[src/rtl/sprite_pixel_pipe_if.sv]
// Avalon-MM register bus for the sprite pixel pipe.
// The CPU side uses the master modport; sprite_pixel_pipe uses the slave modport.
interface sprite_pixel_pipe_if;
    logic        AVL_READ;
    logic        AVL_WRITE;
    logic        AVL_CS;
    logic [3:0]  AVL_ADDR;
    logic [31:0] AVL_WRITEDATA;
    logic [31:0] AVL_READDATA;

    modport master (
        output AVL_READ, AVL_WRITE, AVL_CS, AVL_ADDR, AVL_WRITEDATA,
        input  AVL_READDATA
    );

    modport slave (
        input  AVL_READ, AVL_WRITE, AVL_CS, AVL_ADDR, AVL_WRITEDATA,
        output AVL_READDATA
    );
endinterface

[src/rtl/sprite_pixel_pipe.sv]
// sprite_pixel_pipe: a three-stage pixel pipeline sitting between vga_controller and the VGA pins.
// Stage 1 performs the sprite-window hit test and issues the RAM address. Stage 2 captures the
// palette index that the RAM returns. Stage 3 looks the index up in the palette (or uses the
// background colour) and drives RGB. HS/VS travel through the same three stages so they stay aligned.
// Optional feature macro: SPRITE_PIPE_TRANSP_EN makes palette index 0 transparent, so a hit pixel
// with index 0 shows the background colour.
module sprite_pixel_pipe #(
    parameter int SPR_W    = 60,
    parameter int SPR_H    = 60,
    parameter int SPR_BASE = 3600,
    parameter int ADDR_W   = 17
) (
    input  logic              CLK,
    input  logic              RESET,
    input  logic              PIX_EN,
    input  logic [9:0]        DRAW_X,
    input  logic [9:0]        DRAW_Y,
    input  logic              BLANK,
    input  logic              HS_IN,
    input  logic              VS_IN,
    output logic [ADDR_W-1:0] RAM_ADDR,
    input  logic [2:0]        RAM_DATA,
    sprite_pixel_pipe_if.slave avl,
    output logic [3:0]        RED,
    output logic [3:0]        GREEN,
    output logic [3:0]        BLUE,
    output logic              HS_OUT,
    output logic              VS_OUT
);

    localparam logic [ADDR_W-1:0] BASE_ADDR = ADDR_W'(SPR_BASE);
    localparam logic [10:0]       W11       = 11'(SPR_W);
    localparam logic [10:0]       H11       = 11'(SPR_H);

    // Power-up palette: a grey ramp followed by two warm tones.
    function automatic logic [11:0] pal_reset(input logic [2:0] n);
        case (n)
            3'd0:    pal_reset = 12'h000;
            3'd1:    pal_reset = 12'h333;
            3'd2:    pal_reset = 12'h666;
            3'd3:    pal_reset = 12'h999;
            3'd4:    pal_reset = 12'hccc;
            3'd5:    pal_reset = 12'hfff;
            3'd6:    pal_reset = 12'h742;
            3'd7:    pal_reset = 12'hfa9;
            default: pal_reset = 12'h000;
        endcase
    endfunction

    logic [11:0]       palette_q [8];
    logic [11:0]       palette_d [8];
    logic [9:0]        org_x_q, org_x_d, org_y_q, org_y_d;
    logic [9:0]        shd_x_q, shd_x_d, shd_y_q, shd_y_d;
    logic [11:0]       bkg_q, bkg_d;
    logic [31:0]       rdata_q, rdata_d;
    logic              vs_prev_q, vs_prev_d;
    logic [ADDR_W-1:0] ram_addr_q, ram_addr_d;
    logic              s1_hit_q, s1_hit_d, s1_blank_q, s1_blank_d;
    logic              s1_hs_q, s1_hs_d, s1_vs_q, s1_vs_d;
    logic              s2_hit_q, s2_hit_d, s2_blank_q, s2_blank_d;
    logic              s2_hs_q, s2_hs_d, s2_vs_q, s2_vs_d;
    logic [2:0]        s2_idx_q, s2_idx_d;
    logic [11:0]       rgb_q, rgb_d;
    logic              hs_out_q, hs_out_d, vs_out_q, vs_out_d;

    logic [10:0]       px_s, py_s, ox_s, oy_s, dx_s, dy_s;
    logic              hit_s;
    logic [ADDR_W-1:0] spr_addr_s;
    logic [31:0]       rd_s;
    logic [11:0]       lut_s;
    logic              vs_fall_s;

    // Window hit test in 11 bits so a window running past the raster edge clips instead of wrapping.
    always_comb begin
        px_s       = {1'b0, DRAW_X};
        py_s       = {1'b0, DRAW_Y};
        ox_s       = {1'b0, org_x_q};
        oy_s       = {1'b0, org_y_q};
        dx_s       = px_s - ox_s;
        dy_s       = py_s - oy_s;
        hit_s      = BLANK && (px_s >= ox_s) && (px_s < ox_s + W11)
                           && (py_s >= oy_s) && (py_s < oy_s + H11);
        spr_addr_s = BASE_ADDR + ADDR_W'(dy_s) * ADDR_W'(SPR_W) + ADDR_W'(dx_s);
    end

    // Register read mux; a read of ORG_X/ORG_Y returns the value the CPU last wrote (the shadow).
    always_comb begin
        rd_s = 32'd0;
        case (avl.AVL_ADDR)
            4'd8:    rd_s = {22'd0, shd_x_q};
            4'd9:    rd_s = {22'd0, shd_y_q};
            4'd10:   rd_s = {20'd0, bkg_q};
            default: begin
                if (!avl.AVL_ADDR[3]) begin
                    rd_s = {20'd0, palette_q[avl.AVL_ADDR[2:0]]};
                end else begin
                    rd_s = 32'd0;
                end
            end
        endcase
    end

    // Stage-3 colour selection from the registered stage-2 flags and index.
    always_comb begin
        lut_s = 12'h000;
        if (!s2_blank_q) begin
            lut_s = 12'h000;
`ifdef SPRITE_PIPE_TRANSP_EN
        end else if (s2_hit_q && (s2_idx_q != 3'd0)) begin
`else
        end else if (s2_hit_q) begin
`endif
            lut_s = palette_q[s2_idx_q];
        end else begin
            lut_s = bkg_q;
        end
    end

    // Next-state logic: register writes, origin commit at frame start, and the three pixel stages.
    always_comb begin
        palette_d  = palette_q;
        org_x_d    = org_x_q;
        org_y_d    = org_y_q;
        shd_x_d    = shd_x_q;
        shd_y_d    = shd_y_q;
        bkg_d      = bkg_q;
        rdata_d    = rdata_q;
        vs_prev_d  = vs_prev_q;
        ram_addr_d = ram_addr_q;
        s1_hit_d   = s1_hit_q;
        s1_blank_d = s1_blank_q;
        s1_hs_d    = s1_hs_q;
        s1_vs_d    = s1_vs_q;
        s2_hit_d   = s2_hit_q;
        s2_blank_d = s2_blank_q;
        s2_hs_d    = s2_hs_q;
        s2_vs_d    = s2_vs_q;
        s2_idx_d   = s2_idx_q;
        rgb_d      = rgb_q;
        hs_out_d   = hs_out_q;
        vs_out_d   = vs_out_q;
        vs_fall_s  = PIX_EN && vs_prev_q && !VS_IN;

        if (avl.AVL_CS && avl.AVL_WRITE) begin
            case (avl.AVL_ADDR)
                4'd8:    shd_x_d = avl.AVL_WRITEDATA[9:0];
                4'd9:    shd_y_d = avl.AVL_WRITEDATA[9:0];
                4'd10:   bkg_d   = avl.AVL_WRITEDATA[11:0];
                default: begin
                    if (!avl.AVL_ADDR[3]) begin
                        palette_d[avl.AVL_ADDR[2:0]] = avl.AVL_WRITEDATA[11:0];
                    end else begin
                        palette_d = palette_q;
                    end
                end
            endcase
        end else begin
            shd_x_d = shd_x_q;
        end

        if (avl.AVL_CS && avl.AVL_READ) begin
            rdata_d = rd_s;
        end else begin
            rdata_d = rdata_q;
        end

        // The commit takes the shadow as it stood before this CLK, so a same-CLK write waits a frame.
        if (vs_fall_s) begin
            org_x_d = shd_x_q;
            org_y_d = shd_y_q;
        end else begin
            org_x_d = org_x_q;
        end

        if (PIX_EN) begin
            vs_prev_d  = VS_IN;
            ram_addr_d = hit_s ? spr_addr_s : BASE_ADDR;
            s1_hit_d   = hit_s;
            s1_blank_d = BLANK;
            s1_hs_d    = HS_IN;
            s1_vs_d    = VS_IN;
            s2_idx_d   = RAM_DATA;
            s2_hit_d   = s1_hit_q;
            s2_blank_d = s1_blank_q;
            s2_hs_d    = s1_hs_q;
            s2_vs_d    = s1_vs_q;
            rgb_d      = lut_s;
            hs_out_d   = s2_hs_q;
            vs_out_d   = s2_vs_q;
        end else begin
            vs_prev_d  = vs_prev_q;
        end
    end

    // State registers; reset leaves syncs idle-high and the colour path black.
    always_ff @(posedge CLK) begin
        if (RESET) begin
            for (int i = 0; i < 8; i++) begin
                palette_q[i] <= pal_reset(3'(i));
            end
            org_x_q    <= 10'd0;
            org_y_q    <= 10'd0;
            shd_x_q    <= 10'd0;
            shd_y_q    <= 10'd0;
            bkg_q      <= 12'h000;
            rdata_q    <= 32'd0;
            vs_prev_q  <= 1'b1;
            ram_addr_q <= BASE_ADDR;
            s1_hit_q   <= 1'b0;
            s1_blank_q <= 1'b0;
            s1_hs_q    <= 1'b1;
            s1_vs_q    <= 1'b1;
            s2_hit_q   <= 1'b0;
            s2_blank_q <= 1'b0;
            s2_hs_q    <= 1'b1;
            s2_vs_q    <= 1'b1;
            s2_idx_q   <= 3'd0;
            rgb_q      <= 12'h000;
            hs_out_q   <= 1'b1;
            vs_out_q   <= 1'b1;
        end else begin
            palette_q  <= palette_d;
            org_x_q    <= org_x_d;
            org_y_q    <= org_y_d;
            shd_x_q    <= shd_x_d;
            shd_y_q    <= shd_y_d;
            bkg_q      <= bkg_d;
            rdata_q    <= rdata_d;
            vs_prev_q  <= vs_prev_d;
            ram_addr_q <= ram_addr_d;
            s1_hit_q   <= s1_hit_d;
            s1_blank_q <= s1_blank_d;
            s1_hs_q    <= s1_hs_d;
            s1_vs_q    <= s1_vs_d;
            s2_hit_q   <= s2_hit_d;
            s2_blank_q <= s2_blank_d;
            s2_hs_q    <= s2_hs_d;
            s2_vs_q    <= s2_vs_d;
            s2_idx_q   <= s2_idx_d;
            rgb_q      <= rgb_d;
            hs_out_q   <= hs_out_d;
            vs_out_q   <= vs_out_d;
        end
    end

    assign RAM_ADDR         = ram_addr_q;
    assign RED              = rgb_q[11:8];
    assign GREEN            = rgb_q[7:4];
    assign BLUE             = rgb_q[3:0];
    assign HS_OUT           = hs_out_q;
    assign VS_OUT           = vs_out_q;
    assign avl.AVL_READDATA = rdata_q;

endmodule

[src/flat_wrapper.sv]
// flat-port wrapper written by rule: the top's interface ports become plain ports
module sprite_pixel_pipe_flat 
#(
    parameter int SPR_W    = 60,
    parameter int SPR_H    = 60,
    parameter int SPR_BASE = 3600,
    parameter int ADDR_W   = 17
)
  (CLK, RESET, PIX_EN, DRAW_X, DRAW_Y, BLANK, HS_IN, VS_IN, RAM_ADDR, RAM_DATA, RED, GREEN, BLUE, HS_OUT, VS_OUT, avl_AVL_READ, avl_AVL_WRITE, avl_AVL_CS, avl_AVL_ADDR, avl_AVL_WRITEDATA, avl_AVL_READDATA);
  sprite_pixel_pipe_if avl_i ();
  input  logic CLK;
  input  logic RESET;
  input  logic PIX_EN;
  input  logic [9:0] DRAW_X;
  input  logic [9:0] DRAW_Y;
  input  logic BLANK;
  input  logic HS_IN;
  input  logic VS_IN;
  output logic [ADDR_W-1:0] RAM_ADDR;
  input  logic [2:0] RAM_DATA;
  output logic [3:0] RED;
  output logic [3:0] GREEN;
  output logic [3:0] BLUE;
  output logic HS_OUT;
  output logic VS_OUT;
  input wire logic [$bits(avl_i.AVL_READ)-1:0] avl_AVL_READ;
  input wire logic [$bits(avl_i.AVL_WRITE)-1:0] avl_AVL_WRITE;
  input wire logic [$bits(avl_i.AVL_CS)-1:0] avl_AVL_CS;
  input wire logic [$bits(avl_i.AVL_ADDR)-1:0] avl_AVL_ADDR;
  input wire logic [$bits(avl_i.AVL_WRITEDATA)-1:0] avl_AVL_WRITEDATA;
  output wire logic [$bits(avl_i.AVL_READDATA)-1:0] avl_AVL_READDATA;
  assign avl_i.AVL_READ = avl_AVL_READ;
  assign avl_i.AVL_WRITE = avl_AVL_WRITE;
  assign avl_i.AVL_CS = avl_AVL_CS;
  assign avl_i.AVL_ADDR = avl_AVL_ADDR;
  assign avl_i.AVL_WRITEDATA = avl_AVL_WRITEDATA;
  assign avl_AVL_READDATA = avl_i.AVL_READDATA;
  sprite_pixel_pipe #(.SPR_W(SPR_W), .SPR_H(SPR_H), .SPR_BASE(SPR_BASE), .ADDR_W(ADDR_W)) u_core (.CLK(CLK), .RESET(RESET), .PIX_EN(PIX_EN), .DRAW_X(DRAW_X), .DRAW_Y(DRAW_Y), .BLANK(BLANK), .HS_IN(HS_IN), .VS_IN(VS_IN), .RAM_ADDR(RAM_ADDR), .RAM_DATA(RAM_DATA), .avl(avl_i), .RED(RED), .GREEN(GREEN), .BLUE(BLUE), .HS_OUT(HS_OUT), .VS_OUT(VS_OUT));
endmodule
[config.mk]
export PLATFORM = sky130hd
export DESIGN_NAME = sprite_pixel_pipe_flat
export DESIGN_NICKNAME = d
export VERILOG_FILES = /design/src/rtl/sprite_pixel_pipe_if.sv /design/src/rtl/sprite_pixel_pipe.sv /design/src/flat_wrapper.sv
export SDC_FILE = /design/constraint.sdc
export NUM_CORES = 1
export LEC_CHECK = 0
export ABC_CLOCK_PERIOD_IN_PS = 9000
export CAP_MARGIN = 20
export CORE_ASPECT_RATIO = 0.7
export CORE_MARGIN = 10
export CORE_UTILIZATION = 58
export CTS_CLUSTER_SIZE = 24
export DETAILED_ROUTE_END_ITERATION = 8
export PLACE_DENSITY = 0.93
export SYNTH_ARGS = -nofsm -noshare
export SYNTH_HDL_FRONTEND = slang
export SYNTH_SLANG_ARGS = --single-unit
[constraint.sdc]
create_clock -name CLK -period 9 [get_ports CLK]
set_clock_uncertainty 0.15 [all_clocks]
set_input_delay 1.35 -clock CLK [delete_from_list [all_inputs] [get_ports CLK]]
set_output_delay 1.35 -clock CLK [all_outputs]
set_load 0.02 [all_outputs]
# Yosys cells after proc, flatten, opt, wreduce, memory -nomap -nowiden
# Cells that the tools add are included.
dict set report classes {
  n_mul 1
  reduce_logical 15
  n_bitwise 4
  n_eq_ne 3
  muxes 14
  order_cmp 7
  n_addsub 6
}
# operator count
set op_table {}
lappend op_table {{96-bit bitwise mux} 1}
lappend op_table {{12-bit two-way mux} 8}
lappend op_table {{32-bit one-hot mux with 3 select lines} 1}
lappend op_table {{12-bit binary-select mux with 3-bit select} 2}
lappend op_table {{12-bit demux with 3-bit select} 1}
lappend op_table {{10-bit by 6-bit adder with 11-bit output, second input constant} 2}
lappend op_table {{10-bit by 11-bit less-than comparator with 1-bit output} 2}
lappend op_table {{10-bit by 10-bit subtractor with 11-bit output} 2}
lappend op_table {{10-bit >= comparator} 2}
lappend op_table {{12-bit by 17-bit adder with 17-bit output, first input constant} 1}
lappend op_table {{17-bit by 11-bit adder with 17-bit output} 1}
lappend op_table {{17-bit two-way mux} 1}
lappend op_table {{11-bit by 4-bit multiplier with 15-bit output, second input constant} 1}
lappend op_table {{4-bit == test, second input constant} 3}
lappend op_table {{1-bit logical AND} 9}
lappend op_table {{4-bit >= comparator, second input constant} 2}
lappend op_table {{3-bit inverter with 4-bit output} 2}
lappend op_table {{2-bit AND reduction} 3}
lappend op_table {{4-bit by 1-bit less-than comparator with 1-bit output, second input constant} 1}
lappend op_table {{3-bit AND reduction} 1}
lappend op_table {{3-bit OR reduction} 1}
lappend op_table {{1-bit inverter} 2}
lappend op_table {{1-bit logical NOT} 1}
dict set report totals {
  ff_bits 222
}

# Depth between registers and ports, before layout
dict set report depth {
  word_depth 6
  mapped_depth 27
}

# Worst setup path after synthesis
# Ideal clock, no wire load.
dict set report synth_path {
  path_type {input-to-reg}
  start {input DRAW_Y[0]}
  end {register u_core.ram_addr_q[16] (netlist: u_core.RAM_ADDR[16])}
  path_stages 23
  arrival_ns 6.362
  setup_time_ns 0.095
  n_path_buf 0
  slack_ns 2.393
  path_cell_list {inv_1 -> ha_1 -> inv_1 -> fa_1 -> a21o_1 -> a21oi_1 -> o21ai_0 -> o41ai_1 -> xnor2_1 -> xnor2_1 -> xnor2_1 -> fa_1 -> inv_1 -> ha_1 -> a21o_1 -> o41ai_2 -> xnor2_1 -> ha_1 -> nand4b_1 -> a41oi_1 -> and3_1 -> or4b_1 -> o311ai_1}
}
dict set report synth_between {
  elab_chain_cells 5
  word_cells_on_any_way 9
  classes_between {3 x add/sub; 1 x mul; 2 x order compare; 1 x mux; 2 x reduce/logical}
}
# item line_no
set synth_lines {}
lappend synth_lines {{start: declaration} flat_wrapper.sv:15} ;# input logic [9:0] DRAW_Y;
lappend synth_lines {{10-bit by 10-bit subtractor with 11-bit output} sprite_pixel_pipe.sv:80} ;# dy_s = py_s - oy_s;
lappend synth_lines {{11-bit by 4-bit multiplier with 15-bit output} sprite_pixel_pipe.sv:83} ;# spr_addr_s = BASE_ADDR + ADDR_W'(dy_s) * ADDR_W'(SPR_W) + ADDR_W'(dx_s);
lappend synth_lines {{12-bit by 17-bit adder with 17-bit output} sprite_pixel_pipe.sv:83}
lappend synth_lines {{17-bit by 11-bit adder with 17-bit output} sprite_pixel_pipe.sv:83}
lappend synth_lines {{17-bit two-way mux (*)} sprite_pixel_pipe.sv:177} ;# ram_addr_d = hit_s ? spr_addr_s : BASE_ADDR;
lappend synth_lines {{end signal: assignment} sprite_pixel_pipe.sv:230} ;# ram_addr_q <= ram_addr_d;
lappend synth_lines {{end: declaration} sprite_pixel_pipe.sv:57} ;# logic [ADDR_W-1:0] ram_addr_q, ram_addr_d;
# Mark *: on every way between the ends. The rest lies on a longest branch, timed or not.
# A chain may end at the register's enable or synchronous reset.

# Final worst setup path
dict set report layout_path {
  start {input DRAW_Y[1]}
  end {register u_core.ram_addr_q[16] (netlist: u_core.RAM_ADDR[16])}
}
# The elaborated chain is that of the path after synthesis.

==> results.md <==
- The number of nets in the finished design is 1,610.
- The area of the core region is roughly 21,000 sq um.
- The time the final worst path needs with I/O delays and setup is 7.36 ns.
- Of the total power, combinational logic draws 0.438.
- The reported net switching power is 0.00116 W.
- The via total after detailed routing is between 10,000 and 15,000.
- The number of antenna diodes in the final layout is 0.
- The clock drives 202 sinks.
- After detailed routing, the number of vias per cell comes to between 6 and 7.
- For this run, the total global-route usage over all layers was measured as 0.242.
- The synthesized design contains 0 enable-type register cells.
- Sorting the synthesized cells by area gives the leading types as sky130_fd_sc_hd__dfxtp_1 33%, sky130_fd_sc_hd__ha_1 7.9%, sky130_fd_sc_hd__mux4_2 7.8%.
- The length of the first detailed-routing pass in iterations is 7.
- The switching share of power is 0.366.
- After synthesis the cells add up to 12,200 sq um.
- Global routing finished with a remaining overflow of 0.
- The buffers plus inverters on the worst setup path is 3.
- The worst setup path startpoint is DRAW_Y[1].
- For the worst setup path, the data arrival time is about 7.6 ns.
- The slew at the pin closest to its max-slew limit is around 1.2 ns.
- The reg-to-reg setup timing slack is 2.57 ns.
- The master cell of the clock root buffer is sky130_fd_sc_hd__clkbuf_16.
- The number of unique standard cell types used by synthesis is 62.
- The worst setup path is of the primary input to flop kind.
- From synthesis to final layout, the design area changed by 13.5%.
- Among all flip-flop cells after synthesis, the most frequent one is sky130_fd_sc_hd__dfxtp_1.
- The area of the die is 27,300 sq um.
- In this run the power density over the cells is roughly 230 nW/um^2.
- The end-of-flow core utilization is 0.669.
- Setup repair after global routing left no endpoint under its margin.
- Broken down by cell family, the worst path's largest delay share belongs to adder cells.
- The number of instances in the synthesized netlist is 1,416.
- The critical register-to-register path startpoint is u_core.org_y_q[2]$_SDFFE_PP0P_.
- The instance count on the critical path is 26.
- The cell taking the most area after synthesis is sky130_fd_sc_hd__dfxtp_1.
- In this run the tool buffered the top-level ports with 90 buffer cells.
- For this configuration, the core starts out at a cell density of 0.589.
- In the routed design, unresolved DRC markers number 0.
- The flow ran to the end, and the final reports show no timing, DRC or antenna violations.
- The synthesis warning total is 0.
- The required time of the critical path is 9.24 ns.
- The longest clock path from root to sink contains 3 buffers.
- The via count of the first global-routing pass came to approximately 10,000.
- The number of antenna violations at the first check in global routing was 1.
- The worst setup path is launched from a primary input.
- In the synthesized netlist, the cells that appear most often are 252 x sky130_fd_sc_hd__nand2_1, 202 x sky130_fd_sc_hd__dfxtp_1, 141 x sky130_fd_sc_hd__a21oi_1.
- The leakage power is 5.10 nW.
- The total length of routed wires is ~35 mm.
- Once detailed placement completed, the half-perimeter wirelength came to 24.6 mm.
- After clock tree synthesis, the clock-pin slew on the worst setup and hold paths is 0.06 ns.
- From bottom edge to top edge, the die measures 141 microns.
- The worst-case IR drop observed on VDD is ~0.22 mV.
- Derived from the worst setup path, the maximum achievable clock frequency is about 140 MHz.
- The total setup violations reported at the end of the flow is 0.
- The TritonCTS clock tree is done.
- The count of buffers added by post-CTS timing repair for setup is 0.
- In this run the tightest slew margin relative to its limit is 0.228.
- The sequential fraction of the synthesis area is 0.332.
- The number of pins with negative max-slew slack in the final report was 0.
- Once routing completed, OpenROAD measured the worst setup slack at 1.64 ns.
- The most critical setup path has its endpoint at u_core.RAM_ADDR[16]$_SDFFE_PP0P_.
- The maximum fanout encountered on the critical timing path is 5.
- By instance count, the leading cell after synthesis is sky130_fd_sc_hd__nand2_1.
- Entering global routing, the biggest net connects 106 pins.
- The count of final hold-check violations came to 0.
- The share of the synthesized area in the top cell type is 0.332.
- The internal power summed over all cells is about 0.0020 W.
- Summing internal, switching and leakage power gives around 0.0032 W.
- The cell seen most often among critical-path stages is sky130_fd_sc_hd__ha_1.
- The endpoint class of the critical path is a flop.
- The post-detailed-route wirelength per cell is 20.3 microns.
- The setup slack at placement is 1.34 ns.
- The part of the total power dissipated in the clock network is 0.274.
- The cell count of the worst reg-to-reg path is 25.
- The flop and latch count out of synthesis is 202.
- Of the cells placed in the final design, the portion with a size suffix greater than 1 is 0.0738.
- The first-iteration detailed-routing DRC count is 1,639.
- The setup total negative slack is 0 ns.
- The largest individual stage delay along the critical path comes from the cell sky130_fd_sc_hd__xnor2_1.
- The source-to-sink clock delay at the later pin of the worst-skew pair is 0.49 ns.
- The residual antenna-violating net count after detailed routing is 0.
- The wire length of the first global-routing pass is 55.4 mm.
- The max-capacitance violation count is 0.
- After synthesis, the share of flip-flops with an asynchronous set or reset is 0.
- The worst register-to-register path ends at u_core.RAM_ADDR[16]$_SDFFE_PP0P_.
- In this run, post-CTS repair resized a total of 0 instances.
- The worst hold path belongs to the class flop to flop.
- At the end of routability-driven placement, the weighted congestion stood at 0.934.
- The TritonCTS buffer count is 20.
- The count of fill cells added during filler insertion is around 1,600.
- Row generation in the floorplan step produced 44 rows.
- The share of the clock period used by the worst path after layout is 0.818.
- The die outline width is 193 microns.
- In this run the count of I/O pins placed on the die edge is roughly 130.
- In this run, post-CTS hold repair placed 0 buffers.
- The count of H-tree levels built during CTS is 1.
- The largest single stage delay on the critical path is 0.72 ns.
- A synthesized cell averages 8.61 sq um.
- Of the total power, registers draw 0.289.
final cells by class:
class	instances	area, sq um	area share
Clock buffer	30	609	0.0440
Clock inverter	4	70.1	0.00506
Inverter	72	270	0.0195
Multi-Input combinational cell	1047	7460	0.539
Sequential cell	202	4040	0.292
Tap cell	276	345	0.0250
Timing Repair Buffer	108	1040	0.0754
per-layer routing:
layer  wire [microns]  part of all wire  GRT usage
met5               13           0.00037          0
met4             1070             0.030     0.0724
met3             4150              0.12     0.0527
met2            15600              0.44      0.381
met1            14400              0.41      0.328
stage by stage:
step	hold slack, ns	instance area [sq um]	cells
after detailed placement	0.299	13100	1700
after CTS	0.307	13800	1734
final	0.307	13800	1739
after global placement	0.293	13100	1700
after global routing	0.331	13800	1739
after floorplan	0.281	12300	1435
power groups by stage:
stage	Combinational [W]	Clock, W	Sequential (W)
2_1_floorplan	0.00108	0	0.000942
3_3_place_gp	0.00129	0	0.000938
3_5_place_dp	0.00135	0	0.000939
4_1_cts	0.00137	0.000873	0.000919
5_1_grt	0.00155	0.000908	0.000920
6_report	0.00139	0.000871	0.000919
cell usage in the layout, fill, tap and decap left out, types with 4 or more instances in the layout:
master	count
sky130_fd_sc_hd__clkbuf_16	21
sky130_fd_sc_hd__nand2b_1	7
sky130_fd_sc_hd__nor2b_1	41
sky130_fd_sc_hd__fa_1	14
sky130_fd_sc_hd__a222oi_1	9
sky130_fd_sc_hd__a211o_1	39
sky130_fd_sc_hd__ha_1	77
sky130_fd_sc_hd__clkdlybuf4s50_1	88
sky130_fd_sc_hd__mux4_2	42
sky130_fd_sc_hd__a211oi_1	9
sky130_fd_sc_hd__dfxtp_1	202
sky130_fd_sc_hd__o21bai_1	8
sky130_fd_sc_hd__clkbuf_8	5
sky130_fd_sc_hd__conb_1	20
sky130_fd_sc_hd__nand3_1	13
sky130_fd_sc_hd__a22oi_1	11
sky130_fd_sc_hd__clkbuf_1	4
sky130_fd_sc_hd__o21a_1	4
sky130_fd_sc_hd__buf_4	15
sky130_fd_sc_hd__a21o_1	14
sky130_fd_sc_hd__o211ai_1	27
sky130_fd_sc_hd__and2_1	6
sky130_fd_sc_hd__nor4_1	4
sky130_fd_sc_hd__or2_2	6
sky130_fd_sc_hd__nor3_1	15
sky130_fd_sc_hd__buf_6	4
sky130_fd_sc_hd__nor2_1	89
sky130_fd_sc_hd__nand2_1	252
sky130_fd_sc_hd__xor2_1	16
sky130_fd_sc_hd__nand3b_1	18
sky130_fd_sc_hd__a21oi_1	141
sky130_fd_sc_hd__inv_1	71
sky130_fd_sc_hd__mux2i_1	50
sky130_fd_sc_hd__xnor2_1	39
sky130_fd_sc_hd__o21ai_0	28
logic make-up (layout without fill, tap and decap cells):
| kind of cell | Yosys count | count (layout) | synth area share |
|---|---|---|---|
| AOI/OAI and AO/OA | 315 | 315 | 0.169 |
| buffers and inverters | 186 | 214 | 0.0637 |
| other | 1 | 20 | 0.000308 |
| DFF | 202 | 202 | 0.332 |
| adders and majority gates | 94 | 94 | 0.104 |
| xor gates and xnor gates | 55 | 55 | 0.0395 |
| and+or+nand+nor | 471 | 471 | 0.173 |
| muxes | 92 | 92 | 0.119 |
flip-flops by register name (all words and copies together) (netlist names), 12 cells and up:
signal	count
u_core.palette_q	96
u_core.RAM_ADDR	17
u_core.avl.AVL_READDATA	12
u_core.bkg_q	12
u_core.rgb_q	12
worst reg2reg max path, cell delays in order, from the launching register on:
cell and delay [ns]:
sky130_fd_sc_hd__dfxtp_1 0.41, sky130_fd_sc_hd__inv_1 0.10, sky130_fd_sc_hd__ha_1 0.39, sky130_fd_sc_hd__o21a_1 0.15, sky130_fd_sc_hd__nor2_1 0.05, sky130_fd_sc_hd__xnor2_1 0.72, sky130_fd_sc_hd__ha_1 0.40, sky130_fd_sc_hd__xnor2_1 0.16
sky130_fd_sc_hd__fa_1 0.54, sky130_fd_sc_hd__inv_1 0.06, sky130_fd_sc_hd__ha_1 0.35, sky130_fd_sc_hd__o21ai_0 0.14, sky130_fd_sc_hd__o21bai_1 0.14, sky130_fd_sc_hd__a21oi_1 0.09, sky130_fd_sc_hd__xor2_1 0.15, sky130_fd_sc_hd__ha_1 0.28
sky130_fd_sc_hd__inv_1 0.04, sky130_fd_sc_hd__ha_1 0.34, sky130_fd_sc_hd__a21oi_1 0.23, sky130_fd_sc_hd__o21ai_0 0.20, sky130_fd_sc_hd__nand2_1 0.14, sky130_fd_sc_hd__nand4b_1 0.12, sky130_fd_sc_hd__a41oi_1 0.16, sky130_fd_sc_hd__and3_1 0.23
sky130_fd_sc_hd__or4b_1 0.50, sky130_fd_sc_hd__o311ai_1 0.08
worst min path at each step:
stage	from	to	cells after the start
floorplan	u_core.s2_hs_q$_SDFFE_PP1P_	u_core.s2_hs_q$_SDFFE_PP1P_	1
global placement	u_core.s2_hs_q$_SDFFE_PP1P_	u_core.s2_hs_q$_SDFFE_PP1P_	1
detailed placement	u_core.org_x_q[1]$_SDFFE_PP0P_	u_core.org_x_q[1]$_SDFFE_PP0P_	2
CTS	u_core.org_x_q[1]$_SDFFE_PP0P_	u_core.org_x_q[1]$_SDFFE_PP0P_	2
global route	u_core.org_x_q[8]$_SDFFE_PP0P_	u_core.org_x_q[8]$_SDFFE_PP0P_	2
finish	u_core.org_x_q[1]$_SDFFE_PP0P_	u_core.org_x_q[1]$_SDFFE_PP0P_	2
No activity file was read; power rests on OpenSTA's default activity.
